--- src/rtl/decode_pkg.sv ---
// Shared types for the decode stage: operation classes, RV32I opcodes and
// the micro-op record that travels from decode into the issue skid buffer.
package decode_pkg;

  localparam int OP_W = 6;

  typedef enum logic [OP_W-1:0] {
    OP_NOP   = 6'd0,
    OP_LUI   = 6'd1,
    OP_AUIPC = 6'd2,
    OP_JAL   = 6'd3,
    OP_JALR  = 6'd4,
    OP_BEQ   = 6'd5,
    OP_BNE   = 6'd6,
    OP_BLT   = 6'd7,
    OP_BGE   = 6'd8,
    OP_BLTU  = 6'd9,
    OP_BGEU  = 6'd10,
    OP_LB    = 6'd11,
    OP_LH    = 6'd12,
    OP_LW    = 6'd13,
    OP_LBU   = 6'd14,
    OP_LHU   = 6'd15,
    OP_SB    = 6'd16,
    OP_SH    = 6'd17,
    OP_SW    = 6'd18,
    OP_ADDI  = 6'd19,
    OP_SLTI  = 6'd20,
    OP_SLTIU = 6'd21,
    OP_XORI  = 6'd22,
    OP_ORI   = 6'd23,
    OP_ANDI  = 6'd24,
    OP_SLLI  = 6'd25,
    OP_SRLI  = 6'd26,
    OP_SRAI  = 6'd27,
    OP_ADD   = 6'd28,
    OP_SUB   = 6'd29,
    OP_SLL   = 6'd30,
    OP_SLT   = 6'd31,
    OP_SLTU  = 6'd32,
    OP_XOR   = 6'd33,
    OP_SRL   = 6'd34,
    OP_SRA   = 6'd35,
    OP_OR    = 6'd36,
    OP_AND   = 6'd37
  } op_e;

  localparam logic [6:0] OPC_LUI    = 7'b0110111;
  localparam logic [6:0] OPC_AUIPC  = 7'b0010111;
  localparam logic [6:0] OPC_JAL    = 7'b1101111;
  localparam logic [6:0] OPC_JALR   = 7'b1100111;
  localparam logic [6:0] OPC_BRANCH = 7'b1100011;
  localparam logic [6:0] OPC_LOAD   = 7'b0000011;
  localparam logic [6:0] OPC_STORE  = 7'b0100011;
  localparam logic [6:0] OPC_OPIMM  = 7'b0010011;
  localparam logic [6:0] OPC_OP     = 7'b0110011;

  typedef struct packed {
    logic isBr;
    logic isLd;
    logic isSt;
    logic illegal;
  } flags_t;

  typedef struct packed {
    op_e         op;
    logic [4:0]  rd;
    logic [4:0]  rs1;
    logic [4:0]  rs2;
    logic [31:0] imm;
    logic [31:0] pc;
    logic [31:0] pc_next;
    flags_t      flags;
  } uop_t;

endpackage

--- src/rtl/decode_stage_rvc_expand.sv ---
// Expands a 16-bit RV32C instruction into its 32-bit RV32I equivalent.
// Unsupported or reserved encodings raise illegal_o and produce zero.
module rvc_expand
  import decode_pkg::*;
(
  input  logic [15:0] insHalf_i,
  output logic [31:0] insFull_o,
  output logic        illegal_o
);

  function automatic logic [31:0] encI(input logic [11:0] imm, input logic [4:0] rs1,
                                       input logic [2:0] f3, input logic [4:0] rd,
                                       input logic [6:0] opc);
    return {imm, rs1, f3, rd, opc};
  endfunction

  function automatic logic [31:0] encS(input logic [11:0] imm, input logic [4:0] rs2,
                                       input logic [4:0] rs1, input logic [2:0] f3);
    return {imm[11:5], rs2, rs1, f3, imm[4:0], OPC_STORE};
  endfunction

  function automatic logic [31:0] encB(input logic [12:0] off, input logic [4:0] rs2,
                                       input logic [4:0] rs1, input logic [2:0] f3);
    return {off[12], off[10:5], rs2, rs1, f3, off[4:1], off[11], OPC_BRANCH};
  endfunction

  function automatic logic [31:0] encJ(input logic [20:0] off, input logic [4:0] rd);
    return {off[20], off[10:1], off[11], off[19:12], rd, OPC_JAL};
  endfunction

  function automatic logic [31:0] encR(input logic [6:0] f7, input logic [4:0] rs2,
                                       input logic [4:0] rs1, input logic [2:0] f3,
                                       input logic [4:0] rd);
    return {f7, rs2, rs1, f3, rd, OPC_OP};
  endfunction

  logic [15:0] h;
  logic [2:0]  f3;
  logic [4:0]  rdFull;
  logic [4:0]  rs2Full;
  logic [4:0]  primeLo;
  logic [4:0]  primeHi;
  logic [11:0] ciImm;
  logic [11:0] sp16Imm;
  logic [11:0] lwImm;
  logic [20:0] cjOff;
  logic [12:0] cbOff;

  assign h       = insHalf_i;
  assign f3      = h[15:13];
  assign rdFull  = h[11:7];
  assign rs2Full = h[6:2];
  assign primeLo = {2'b01, h[4:2]};
  assign primeHi = {2'b01, h[9:7]};
  assign ciImm   = {{6{h[12]}}, h[12], h[6:2]};
  assign sp16Imm = {{3{h[12]}}, h[4], h[3], h[5], h[2], h[6], 4'b0000};
  assign lwImm   = {5'b0, h[5], h[12:10], h[6], 2'b00};
  assign cjOff   = {{9{h[12]}}, h[12], h[8], h[10], h[9], h[6], h[7], h[2], h[11],
                    h[5], h[4], h[3], 1'b0};
  assign cbOff   = {{5{h[12]}}, h[6], h[5], h[2], h[11], h[10], h[4], h[3], 1'b0};

  // Quadrant / funct3 dispatch building the equivalent 32-bit encoding
  always_comb begin
    insFull_o = '0;
    illegal_o = 1'b0;
    case (h[1:0])
      2'b00: begin
        case (f3)
          3'b000: begin
            if (h[12:5] == 8'd0) illegal_o = 1'b1;
            else insFull_o = encI({2'b00, h[10:7], h[12:11], h[5], h[6], 2'b00},
                                  5'd2, 3'b000, primeLo, OPC_OPIMM);
          end
          3'b010:  insFull_o = encI(lwImm, primeHi, 3'b010, primeLo, OPC_LOAD);
          3'b110:  insFull_o = encS(lwImm, primeLo, primeHi, 3'b010);
          default: illegal_o = 1'b1;
        endcase
      end
      2'b01: begin
        case (f3)
          3'b000: insFull_o = encI(ciImm, rdFull, 3'b000, rdFull, OPC_OPIMM);
          3'b001: insFull_o = encJ(cjOff, 5'd1);
          3'b010: insFull_o = encI(ciImm, 5'd0, 3'b000, rdFull, OPC_OPIMM);
          3'b011: begin
            if ({h[12], h[6:2]} == 6'd0) illegal_o = 1'b1;
            else if (rdFull == 5'd2)
              insFull_o = encI(sp16Imm, 5'd2, 3'b000, 5'd2, OPC_OPIMM);
            else insFull_o = {{15{h[12]}}, h[6:2], rdFull, OPC_LUI};
          end
          3'b100: begin
            case (h[11:10])
              2'b00: begin
                if (h[12]) illegal_o = 1'b1;
                else insFull_o = encI({7'b0000000, h[6:2]}, primeHi, 3'b101, primeHi, OPC_OPIMM);
              end
              2'b01: begin
                if (h[12]) illegal_o = 1'b1;
                else insFull_o = encI({7'b0100000, h[6:2]}, primeHi, 3'b101, primeHi, OPC_OPIMM);
              end
              2'b10: insFull_o = encI(ciImm, primeHi, 3'b111, primeHi, OPC_OPIMM);
              default: begin
                if (h[12]) illegal_o = 1'b1;
                else begin
                  case (h[6:5])
                    2'b00:   insFull_o = encR(7'b0100000, primeLo, primeHi, 3'b000, primeHi);
                    2'b01:   insFull_o = encR(7'b0000000, primeLo, primeHi, 3'b100, primeHi);
                    2'b10:   insFull_o = encR(7'b0000000, primeLo, primeHi, 3'b110, primeHi);
                    default: insFull_o = encR(7'b0000000, primeLo, primeHi, 3'b111, primeHi);
                  endcase
                end
              end
            endcase
          end
          3'b101:  insFull_o = encJ(cjOff, 5'd0);
          3'b110:  insFull_o = encB(cbOff, 5'd0, primeHi, 3'b000);
          default: insFull_o = encB(cbOff, 5'd0, primeHi, 3'b001);
        endcase
      end
      2'b10: begin
        case (f3)
          3'b000: begin
            if (h[12]) illegal_o = 1'b1;
            else insFull_o = encI({7'b0000000, h[6:2]}, rdFull, 3'b001, rdFull, OPC_OPIMM);
          end
          3'b010: begin
            if (rdFull == 5'd0) illegal_o = 1'b1;
            else insFull_o = encI({4'b0, h[3], h[2], h[12], h[6], h[5], h[4], 2'b00},
                                  5'd2, 3'b010, rdFull, OPC_LOAD);
          end
          3'b100: begin
            if (!h[12]) begin
              if (rs2Full != 5'd0) insFull_o = encR(7'b0, rs2Full, 5'd0, 3'b000, rdFull);
              else if (rdFull == 5'd0) illegal_o = 1'b1;
              else insFull_o = encI(12'd0, rdFull, 3'b000, 5'd0, OPC_JALR);
            end else begin
              if (rs2Full != 5'd0) insFull_o = encR(7'b0, rs2Full, rdFull, 3'b000, rdFull);
              else if (rdFull == 5'd0) insFull_o = 32'h0010_0073;
              else insFull_o = encI(12'd0, rdFull, 3'b000, 5'd1, OPC_JALR);
            end
          end
          3'b110: insFull_o = encS({4'b0, h[8], h[7], h[12], h[11], h[10], h[9], 2'b00},
                                   rs2Full, 5'd2, 3'b010);
          default: illegal_o = 1'b1;
        endcase
      end
      default: illegal_o = 1'b1;
    endcase
  end

endmodule

--- src/rtl/decode_stage.sv ---
// Decode stage: expands RVC, decodes RV32I into micro-ops and queues them in
// a small skid buffer so fetch can react to backpressure one cycle late.
module decode_stage
  import decode_pkg::*;
#(
  parameter int DEPTH    = 2,
  parameter int OP_WIDTH = 6
) (
  input  logic                clk_in,
  input  logic                rst_n_in,
  input  logic                rdy_in,
  input  logic                clear,
  input  logic                from_if,
  input  logic [31:0]         from_if_ins,
  input  logic [31:0]         from_if_pc,
  input  logic [31:0]         from_if_pc_next,
  input  logic                from_issue_rdy,
  output logic                to_if_rdy,
  output logic                to_issue,
  output logic [OP_WIDTH-1:0] to_issue_op,
  output logic [4:0]          to_issue_rd,
  output logic [4:0]          to_issue_rs1,
  output logic [4:0]          to_issue_rs2,
  output logic [31:0]         to_issue_imm,
  output logic [31:0]         to_issue_pc,
  output logic [31:0]         to_issue_pc_next,
  output logic                to_issue_is_br,
  output logic                to_issue_is_ld,
  output logic                to_issue_is_st,
  output logic                to_issue_illegal,
  output logic                overflow_err
);

  localparam int PTR_W = $clog2(DEPTH);
  localparam int CNT_W = PTR_W + 1;
  localparam logic [CNT_W-1:0] FULL_C  = CNT_W'(DEPTH);
  localparam logic [CNT_W-1:0] ROOM2_C = CNT_W'(DEPTH - 2);

  logic        isRvc;
  logic [31:0] expIns;
  logic        rvcIll;
  logic [31:0] ins;

  assign isRvc = (from_if_ins[1:0] != 2'b11);

  rvc_expand u_rvc (
    .insHalf_i (from_if_ins[15:0]),
    .insFull_o (expIns),
    .illegal_o (rvcIll)
  );

  assign ins = isRvc ? expIns : from_if_ins;

  logic [6:0]  opc;
  logic [2:0]  f3;
  logic [6:0]  f7;
  logic [4:0]  fRd;
  logic [4:0]  fRs1;
  logic [4:0]  fRs2;
  logic [31:0] immI;
  logic [31:0] immS;
  logic [31:0] immB;
  logic [31:0] immU;
  logic [31:0] immJ;

  assign opc  = ins[6:0];
  assign fRd  = ins[11:7];
  assign f3   = ins[14:12];
  assign fRs1 = ins[19:15];
  assign fRs2 = ins[24:20];
  assign f7   = ins[31:25];
  assign immI = {{20{ins[31]}}, ins[31:20]};
  assign immS = {{20{ins[31]}}, ins[31:25], ins[11:7]};
  assign immB = {{20{ins[31]}}, ins[7], ins[30:25], ins[11:8], 1'b0};
  assign immU = {ins[31:12], 12'b0};
  assign immJ = {{12{ins[31]}}, ins[19:12], ins[20], ins[30:21], 1'b0};

  op_e         decOp;
  logic [4:0]  decRd;
  logic [4:0]  decRs1;
  logic [4:0]  decRs2;
  logic [31:0] decImm;
  logic        decBr;
  logic        decLd;
  logic        decSt;
  logic        decIll;
  uop_t        decUop;

  // Common RV32I decode of the (possibly expanded) instruction into a micro-op
  always_comb begin
    decOp  = OP_NOP;
    decRd  = '0;
    decRs1 = '0;
    decRs2 = '0;
    decImm = '0;
    decBr  = 1'b0;
    decLd  = 1'b0;
    decSt  = 1'b0;
    decIll = 1'b0;
    case (opc)
      OPC_LUI:   begin decOp = OP_LUI;   decRd = fRd; decImm = immU; end
      OPC_AUIPC: begin decOp = OP_AUIPC; decRd = fRd; decImm = immU; end
      OPC_JAL:   begin decOp = OP_JAL;   decRd = fRd; decImm = immJ; decBr = 1'b1; end
      OPC_JALR: begin
        decOp = OP_JALR; decRd = fRd; decRs1 = fRs1; decImm = immI; decBr = 1'b1;
        if (f3 != 3'b000) decIll = 1'b1;
      end
      OPC_BRANCH: begin
        decRs1 = fRs1; decRs2 = fRs2; decImm = immB; decBr = 1'b1;
        case (f3)
          3'b000:  decOp = OP_BEQ;
          3'b001:  decOp = OP_BNE;
          3'b100:  decOp = OP_BLT;
          3'b101:  decOp = OP_BGE;
          3'b110:  decOp = OP_BLTU;
          3'b111:  decOp = OP_BGEU;
          default: decIll = 1'b1;
        endcase
      end
      OPC_LOAD: begin
        decRd = fRd; decRs1 = fRs1; decImm = immI; decLd = 1'b1;
        case (f3)
          3'b000:  decOp = OP_LB;
          3'b001:  decOp = OP_LH;
          3'b010:  decOp = OP_LW;
          3'b100:  decOp = OP_LBU;
          3'b101:  decOp = OP_LHU;
          default: decIll = 1'b1;
        endcase
      end
      OPC_STORE: begin
        decRs1 = fRs1; decRs2 = fRs2; decImm = immS; decSt = 1'b1;
        case (f3)
          3'b000:  decOp = OP_SB;
          3'b001:  decOp = OP_SH;
          3'b010:  decOp = OP_SW;
          default: decIll = 1'b1;
        endcase
      end
      OPC_OPIMM: begin
        decRd = fRd; decRs1 = fRs1; decImm = immI;
        case (f3)
          3'b000: decOp = OP_ADDI;
          3'b010: decOp = OP_SLTI;
          3'b011: decOp = OP_SLTIU;
          3'b100: decOp = OP_XORI;
          3'b110: decOp = OP_ORI;
          3'b111: decOp = OP_ANDI;
          3'b001: begin
            decImm = {27'b0, fRs2};
            if (f7 == 7'b0000000) decOp = OP_SLLI;
            else decIll = 1'b1;
          end
          default: begin
            decImm = {27'b0, fRs2};
            if (f7 == 7'b0000000) decOp = OP_SRLI;
            else if (f7 == 7'b0100000) decOp = OP_SRAI;
            else decIll = 1'b1;
          end
        endcase
      end
      OPC_OP: begin
        decRd = fRd; decRs1 = fRs1; decRs2 = fRs2;
        case ({f7, f3})
          10'b0000000_000: decOp = OP_ADD;
          10'b0100000_000: decOp = OP_SUB;
          10'b0000000_001: decOp = OP_SLL;
          10'b0000000_010: decOp = OP_SLT;
          10'b0000000_011: decOp = OP_SLTU;
          10'b0000000_100: decOp = OP_XOR;
          10'b0000000_101: decOp = OP_SRL;
          10'b0100000_101: decOp = OP_SRA;
          10'b0000000_110: decOp = OP_OR;
          10'b0000000_111: decOp = OP_AND;
          default:         decIll = 1'b1;
        endcase
      end
      default: decIll = 1'b1;
    endcase
    if (isRvc && rvcIll) decIll = 1'b1;
    if (decIll) begin
      decOp  = OP_NOP;
      decRd  = '0;
      decRs1 = '0;
      decRs2 = '0;
      decImm = '0;
      decBr  = 1'b0;
      decLd  = 1'b0;
      decSt  = 1'b0;
    end
    decUop               = '0;
    decUop.op            = decOp;
    decUop.rd            = decRd;
    decUop.rs1           = decRs1;
    decUop.rs2           = decRs2;
    decUop.imm           = decImm;
    decUop.pc            = from_if_pc;
    decUop.pc_next       = from_if_pc_next;
    decUop.flags.isBr    = decBr;
    decUop.flags.isLd    = decLd;
    decUop.flags.isSt    = decSt;
    decUop.flags.illegal = decIll;
  end

  uop_t             mem_q [DEPTH];
  uop_t             out_q;
  uop_t             out_d;
  logic [PTR_W-1:0] head_q;
  logic [PTR_W-1:0] head_d;
  logic [PTR_W-1:0] tail_q;
  logic [CNT_W-1:0] count_q;
  logic [CNT_W-1:0] count_d;
  logic [CNT_W-1:0] remain;
  logic             overflow_q;
  logic             enq;
  logic             deq;

  assign enq = from_if && (count_q < FULL_C);
  assign deq = (count_q != '0) && from_issue_rdy;

  // Next head pointer/count and the micro-op that will sit at the head next cycle
  always_comb begin
    head_d  = deq ? head_q + PTR_W'(1) : head_q;
    count_d = count_q + CNT_W'(enq) - CNT_W'(deq);
    remain  = count_q - CNT_W'(deq);
    out_d   = out_q;
    if (count_d != '0) begin
      if (remain != '0) out_d = mem_q[head_d];
      else out_d = decUop;
    end
  end

  // Buffer storage, pointers, head copy and sticky overflow flag
  always_ff @(posedge clk_in) begin
    if (!rst_n_in) begin
      for (int i = 0; i < DEPTH; i++) mem_q[i] <= '0;
      out_q      <= '0;
      head_q     <= '0;
      tail_q     <= '0;
      count_q    <= '0;
      overflow_q <= 1'b0;
    end else if (rdy_in) begin
      if (clear) begin
        head_q  <= '0;
        tail_q  <= '0;
        count_q <= '0;
      end else begin
        if (enq) begin
          mem_q[tail_q] <= decUop;
          tail_q        <= tail_q + PTR_W'(1);
        end
        if (from_if && (count_q == FULL_C)) overflow_q <= 1'b1;
        head_q  <= head_d;
        count_q <= count_d;
        out_q   <= out_d;
      end
    end
  end

  assign to_if_rdy        = (count_q <= ROOM2_C);
  assign to_issue         = (count_q != '0);
  assign to_issue_op      = OP_WIDTH'(out_q.op);
  assign to_issue_rd      = out_q.rd;
  assign to_issue_rs1     = out_q.rs1;
  assign to_issue_rs2     = out_q.rs2;
  assign to_issue_imm     = out_q.imm;
  assign to_issue_pc      = out_q.pc;
  assign to_issue_pc_next = out_q.pc_next;
  assign to_issue_is_br   = out_q.flags.isBr;
  assign to_issue_is_ld   = out_q.flags.isLd;
  assign to_issue_is_st   = out_q.flags.isSt;
  assign to_issue_illegal = out_q.flags.illegal;
  assign overflow_err     = overflow_q;

endmodule
--- config.mk ---
export PLATFORM = sky130hd
export DESIGN_NAME = decode_stage
export DESIGN_NICKNAME = d
export VERILOG_FILES = /design/src/rtl/decode_pkg.sv /design/src/rtl/decode_stage_rvc_expand.sv /design/src/rtl/decode_stage.sv
export SDC_FILE = /design/constraint.sdc
export NUM_CORES = 1
export LEC_CHECK = 0
export ABC_AREA = 1
export BUFFER_PORTS_ARGS = -buffer_cell sky130_fd_sc_hd__buf_2
export CELL_PAD_IN_SITES_DETAIL_PLACEMENT = 1
export CELL_PAD_IN_SITES_GLOBAL_PLACEMENT = 2
export CORE_ASPECT_RATIO = 1.25
export CORE_MARGIN = 4
export CORE_UTILIZATION = 35
export CTS_CLUSTER_DIAMETER = 30
export DETAILED_ROUTE_END_ITERATION = 10
export PLACE_DENSITY_LB_ADDON = 0.2
export SETUP_SLACK_MARGIN = 0.05
export SKIP_LAST_GASP = 1
export SLEW_MARGIN = 20
export SYNTH_ARGS = -nofsm -noshare
export SYNTH_HDL_FRONTEND = slang
export SYNTH_SLANG_ARGS = --single-unit
--- constraint.sdc ---
create_clock -name clk_in -period 5.05 [get_ports clk_in]
set_input_delay 0.505 -clock clk_in [delete_from_list [all_inputs] [get_ports clk_in]]
set_output_delay 0.505 -clock clk_in [all_outputs]
set_load 0.05 [all_outputs]
Word-level counts from Yosys, hierarchy flattened

Memory sizes are Yosys's and may differ from the RTL's.
Cells that the tools add are included.

Reduce and logical (&&, ||, !) cells: 37
$add $sub $neg: 5
Eq/ne operators: 41
Bitwise logic cells: 1
Muxes and demuxes: 82
$lt $le $gt $ge: 2

Operators with widths:

| operator                                        | number |
|---|---|
| two-way mux 121 bit                             | 2 |
| two-way mux 32 bit                              | 7 |
| case mux 32 bit (7 select lines)                | 1 |
| case mux 32 bit (3 select lines)                | 2 |
| case mux 32 bit (6 select lines)                | 1 |
| case mux 32 bit (4 select lines)                | 1 |
| OR reduction 121 bit                            | 1 |
| case mux 31 bit (3 select lines)                | 1 |
| case mux 30 bit (3 select lines)                | 1 |
| two-way mux 31 bit                              | 2 |
| case mux 6 bit (10 select lines)                | 1 |
| case mux 6 bit (9 select lines)                 | 1 |
| two-way mux 25 bit                              | 2 |
| two-way mux 5 bit                               | 9 |
| == test 10 x 3 -> 1 bit (second input constant) | 4 |
| case mux 5 bit (7 select lines)                 | 1 |
| two-way mux 1 bit                               | 34 |
| two-way mux 30 bit                              | 1 |
| two-way mux 29 bit                              | 1 |
| == test 7 x 6 -> 1 bit (second input constant)  | 4 |
| two-way mux 28 bit                              | 1 |
| case mux 4 bit (6 select lines)                 | 1 |
| == test 3 bit (second input constant)           | 7 |
| == test 7 bit (second input constant)           | 3 |
| 46 further kinds                                | 79 |

Word-level logic and storage cells: 184
RAM bits: 242
Register bits after elaboration: 126
Output and inout bits: 124
Memories: 1

Memories:

| memory | depth | bits a word | rd ports | clocked after memory_dff | write ports | line                | RTL |
|---|---|---|---|---|---|---|---|
| mem_q  | 2     | 121         | 1        | 0                        | 2           | decode_stage.sv:205 | `uop_t mem_q [DEPTH];` |

Depth between registers and ports, before layout

Word-level depth: 15
Depth in mapped cells: 24
Gate-level depth less buffers: 22

Hierarchy

A second synthesis with hierarchy kept.

Cells, all modules: 2293
Area, all modules: 18921.9 µm²

By module, submodules not included:

| module       | area each (µm²) | cells an instance | times used |
|---|---|---|---|
| decode_stage | 17325.4         | 1970              | 1 |
| rvc_expand   | 1596.5          | 323               | 1 |

Least setup slack after synthesis

Ideal clock, no wire load.

Path kind: input to register
From: in rdy_in
To: mem mem_q[0][0] in the netlist's numbering (enable)
Required time: 3.983 ns
Data arrival time: 3.475 ns
Stages: 8
Library setup time: 1.067 ns
Slack: 0.508 ns
Cells stage by stage: inv_1 nor3_1 inv_1 nor2_1 nand2_1 clkbuf_1 clkbuf_1 nand2_1

RTL lines:

| element            | line                | RTL |
|---|---|---|
| start: declaration | decode_stage.sv:11  | `input logic rdy_in,` |
| end: declaration   | decode_stage.sv:205 |  |

Worst setup path after layout

From: in from_if_ins[11]
To: reg out_q, in the netlist to_issue_rs1[0]

Longest elaborated chain between the ends: 14
Elaborated cells on any way between the ends: 82

RTL lines:

| element                          | line                          | RTL |
|---|---|---|
| start: declaration               | decode_stage.sv:14            | `input logic [31:0] from_if_ins,` |
| == test 5 x 2 -> 1 bit           | decode_stage_rvc_expand.sv:86 | `else if (rdFull == 5'd2)` |
| two-way mux 29 bit               | decode_stage_rvc_expand.sv:86 |  |
| two-way mux 32 bit               | decode_stage_rvc_expand.sv:85 | `if ({h[12], h[6:2]} == 6'd0) illegal_o = 1'b1;` |
| case mux 32 bit (7 select lines) | decode_stage_rvc_expand.sv:80 | `case (f3)` |
| case mux 32 bit (3 select lines) | decode_stage_rvc_expand.sv:66 | `case (h[1:0])` |
| two-way mux 32 bit               | decode_stage.sv:52            | `assign ins = isRvc ? expIns : from_if_ins;` |
| == test 7 x 6 -> 1 bit           | decode_stage.sv:157           | `else if (f7 == 7'b0100000) decOp = OP_SRAI;` |
| two-way mux 1 bit                | decode_stage.sv:157           |  |
| two-way mux 1 bit                | decode_stage.sv:156           | `if (f7 == 7'b0000000) decOp = OP_SRLI;` |
| case mux 1 bit (2 select lines)  | decode_stage.sv:142           | `case (f3)` |
| case mux 1 bit (7 select lines)  | decode_stage.sv:100           | `case (opc)` |
| two-way mux 1 bit                | decode_stage.sv:180           | `if (isRvc && rvcIll) decIll = 1'b1;` |
| two-way mux 5 bit *              | decode_stage.sv:181           | `if (decIll) begin` |
| two-way mux 121 bit *            | decode_stage.sv:228           | `if (remain != '0) out_d = mem_q[head_d];` |
| end signal: assignment           | decode_stage.sv:255           | `out_q <= out_d;` |
| end: declaration                 | decode_stage.sv:206           | `uop_t out_q;` |

Mark *: on every way between the ends. The rest lies on a longest branch, timed or not.
A chain may end at the register's enable or synchronous reset.

==> flow_metrics.env <==
export IMPL_fillers=6459
export IMPL_drc=0
export IMPL_gp_congestion=1.01
export IMPL_path_cells="buf_2 > inv_1 > nand3_1 > nand2_1 > nand2_1 > nand2_1 > nand2_1 > nand2_1 > nand2_2 > nor2_1 > nand2_1 > nand4_1 > nand3_1 > nor2_1 > nand2_1 > nor2_8 > buf_4 > nand3_1 > nand2_1 > nand2_1 > a21oi_1"
export IMPL_critical_path_required_ns=5.58
export IMPL_netlist_area_leader_share=0.383
export IMPL_syn_inst=2356
export IMPL_clockBufferDepth=3
export IMPL_synth_edff_count=242
export IMPL_final_cells=3357
export IMPL_fin_crit_sh=0.779
export IMPL_synth_area_um2=19000
export IMPL_synth_nets=2460
export IMPL_antenna_found_initial=2
export IMPL_power_w=0.0105
export IMPL_critPathMaxFanout=25
export IMPL_design_core_area_um2=53700
export IMPL_ys_ff_latch=368
export IMPL_timing_final_max_slew_violations=0
export IMPL_rsz0062_at_grt="false"
export IMPL_drtIter0Drc=1015
export IMPL_skew_ns=0.0158
export IMPL_ys_async_sr_fraction=0
export IMPL_final_hold_viol_count=0
export IMPL_fmax_mhz=254
export IMPL_cts_setup_buffers=0
export IMPL_grtUsageTotal=0.254
export IMPL_routed_wirelength_mm=75.2
export IMPL_fin_setup_tns_ns=0
export IMPL_max_stage_delay_ns=0.43
export IMPL_routedWlPerCell_um=22.4
export IMPL_placed_cells=3190
export IMPL_placementRows=95
export IMPL_r2r_setup_slack_ns=1.49
export IMPL_cp_endpoint="to_issue_rs1[0]"
export IMPL_min_period_ns=3.93
export IMPL_syn_avg_cell_area_um2=8.05
export IMPL_initial_core_util=0.353
export IMPL_crit_path_start="from_if_ins[11]"
export IMPL_reg2reg_depth=13
export IMPL_switchingPower_w=0.00292
export IMPL_fp_dieH_um=268
export IMPL_grt_pass1_vias=19100
export IMPL_cts_tree="built"
export IMPL_grt_max_degree=122
export IMPL_cpMostUsedCell="nand2_1"
export IMPL_path_class="in -> reg"
export IMPL_grt_ovfl_total=0
export IMPL_grt_pass1_wl_mm=115
export IMPL_p_sw_frac=0.278
export IMPL_synth_commonest_cells="409 x nand2_1, 358 x nor2_1, 262 x o21ai_0"
export IMPL_fin_hold_ws_ns=0.178
export IMPL_clk_insertion_delay_late_ns=0.62
export IMPL_critPathSlowestCell="nand3_1"
export IMPL_yosysTopAreaCell="edfxtp_1"
export IMPL_area_growth_syn_to_layout_pct=25.6
export IMPL_peakVddDrop_v=0.000216
export IMPL_nets=2659
export IMPL_reg2reg_to="to_issue_pc_next[15]"
export IMPL_arrival_ns=4.47
export IMPL_fin_util=0.443
export IMPL_yosysWarnings=0
export IMPL_r2r_start="count_q[0]"
export IMPL_dieArea_um2=58000
export IMPL_drtPass1Iterations=6
export IMPL_layout_area_seq_um2=9790
export IMPL_cts_sinks=368
export IMPL_synth_area_leaders="edfxtp_1 38%, dfxtp_1 13%, nand2_1 8.1%, nor2_1 7.1%, o21ai_0 6.9%"
export IMPL_port_buffers=225
export IMPL_pwr_share_comb=0.122
export IMPL_status="complete, no violations"
export IMPL_synth_distinct_cells=49
export IMPL_cts_hold_buf=0
export IMPL_vias=18000
export IMPL_p_int_w=0.00760
export IMPL_startpoint_type="input pin"
export IMPL_numCtsBuffers=89
export IMPL_hpwl_mm=48.3
export IMPL_final_setup_viol_count=0
export IMPL_leakage_nw=10.7
export IMPL_ant_nets=0
export IMPL_via_per_inst=5.36
export IMPL_min_path_type="in -> reg"
export IMPL_end_kind="flop"
export IMPL_tightest_slew_ns=1.11
export IMPL_root_buffer="clkbuf_16"
export IMPL_ctsResizeCount=0
export IMPL_drive_above_1_share=0.186
export IMPL_drv_cap=0
export IMPL_chipWidth_um=216
export IMPL_slew_limit_headroom=0.263
export IMPL_p_per_area_nw_per_um2=442
export IMPL_synth_flop_cell="edfxtp_1"
export IMPL_num_io_pins=226
export IMPL_yosysMostFrequentCell="nand2_1"
export IMPL_multi_input_area_um2=7690
export IMPL_clkPwrFrac=0.552
export IMPL_seq_area_frac_synth=0.516
export IMPL_cts_reportedPaths_clkPinSlew_ns=0.05
export IMPL_seqPwrFrac=0.326
export IMPL_cts_max_level=3
-- power by group through the flow --
stage | sequential [W] | clock, W | combinational, W
finish | 0.00343 | 0.00581 | 0.00128
CTS | 0.00343 | 0.00590 | 0.00129
floorplan | 0.00370 | 0 | 0.000608
global route | 0.00344 | 0.00608 | 0.00139
global placement | 0.00347 | 0 | 0.00128
detailed placement | 0.00348 | 0 | 0.00128
-- flip-flops by register name, summed over array words and instances (netlist names), 2 cells and up --
register and flops:
to_issue_op 6, to_issue_rs1 5, to_issue_rs2 5, mem_q 242, to_issue_rd 5, to_issue_imm 32
count_q 2, to_issue_pc 32, to_issue_pc_next 32
-- cell families after synthesis --
kind of cell               count (synthesis)  share of synthesized area
AOI/OAI and AO/OA                        602                      0.177
adders and majority gates                  2                    0.00132
and+or+nand+nor                          997                      0.224
DFF                                      368                      0.516
buffers and inverters                    385                     0.0809
xor gates and xnor gates                   2                   0.000924
-- worst min-delay path by stage --
stage | cells past startpoint | end | slack [ns] | startpoint
after global placement | 2 | overflow_err | 0.44 | overflow_err
after floorplan | 2 | head_q | 0.45 | head_q
after detailed placement | 2 | overflow_err | 0.45 | overflow_err
after CTS | 3 | to_issue_pc[16] | 0.14 | from_if_pc[16]
after global routing | 3 | overflow_err | 0.17 | from_if
final | 3 | to_issue_pc[16] | 0.18 | from_if_pc[16]
-- layout by cell type, fill, tap and decap left out, drive strengths merged, types with 2 or more instances in the layout --
cell type and instances:
buf 257, o21a 3, o311ai 2, nand2 420, nor2 376, edfxtp 242, o2111ai 12, a22oi 4
inv 242, o21bai 69, dfxtp 126, bufinv 11, nand4 18, o21ai 272, a21oi 212, clkinv 32
clkbuf 110, a31oi 13, ha 2, o221ai 2, nor3 8, or2 8, clkinvlp 6, o22ai 2
o211ai 5, nand3 165
-- area by class of cell --
class | count | area share
multi-input combinational | 1603 | 0.323
timing repair buffer | 257 | 0.0604
clock inverter | 55 | 0.0282
sequential | 368 | 0.411
inverter | 236 | 0.0379
antenna | 1 | 0.000105
tap | 727 | 0.0382
clock buffer | 110 | 0.101
-- per-layer routing --
layer,GRT usage,routed length [µm],part of all wire,vias to the layer above
li1,-,-,-,8347
met5,0,0,0,-
met4,0.124,3660,0.049,0
met2,0.441,37500,0.50,519
met1,0.307,30600,0.41,8938
met3,0.0428,3500,0.046,173
-- metrics by stage --
stage / setup slack, ns / instance area [µm²]
final: 1.12 / 23800
after global routing: 0.822 / 23800
after CTS: 1.20 / 23800
after detailed placement: 0.549 / 20700
after global placement: 0.410 / 20700
after floorplan: 0.508 / 19000
-- worst max-delay path: cells and delay by family --
| kind | cells | cell delay, ns |
|---|---|---|
| and+or+nand+nor | 17 | 2.87 |
| AOI/OAI and AO/OA | 1 | 0.11 |
| buffers and inverters | 3 | 0.95 |
No activity file was read; power rests on OpenSTA's default activity.
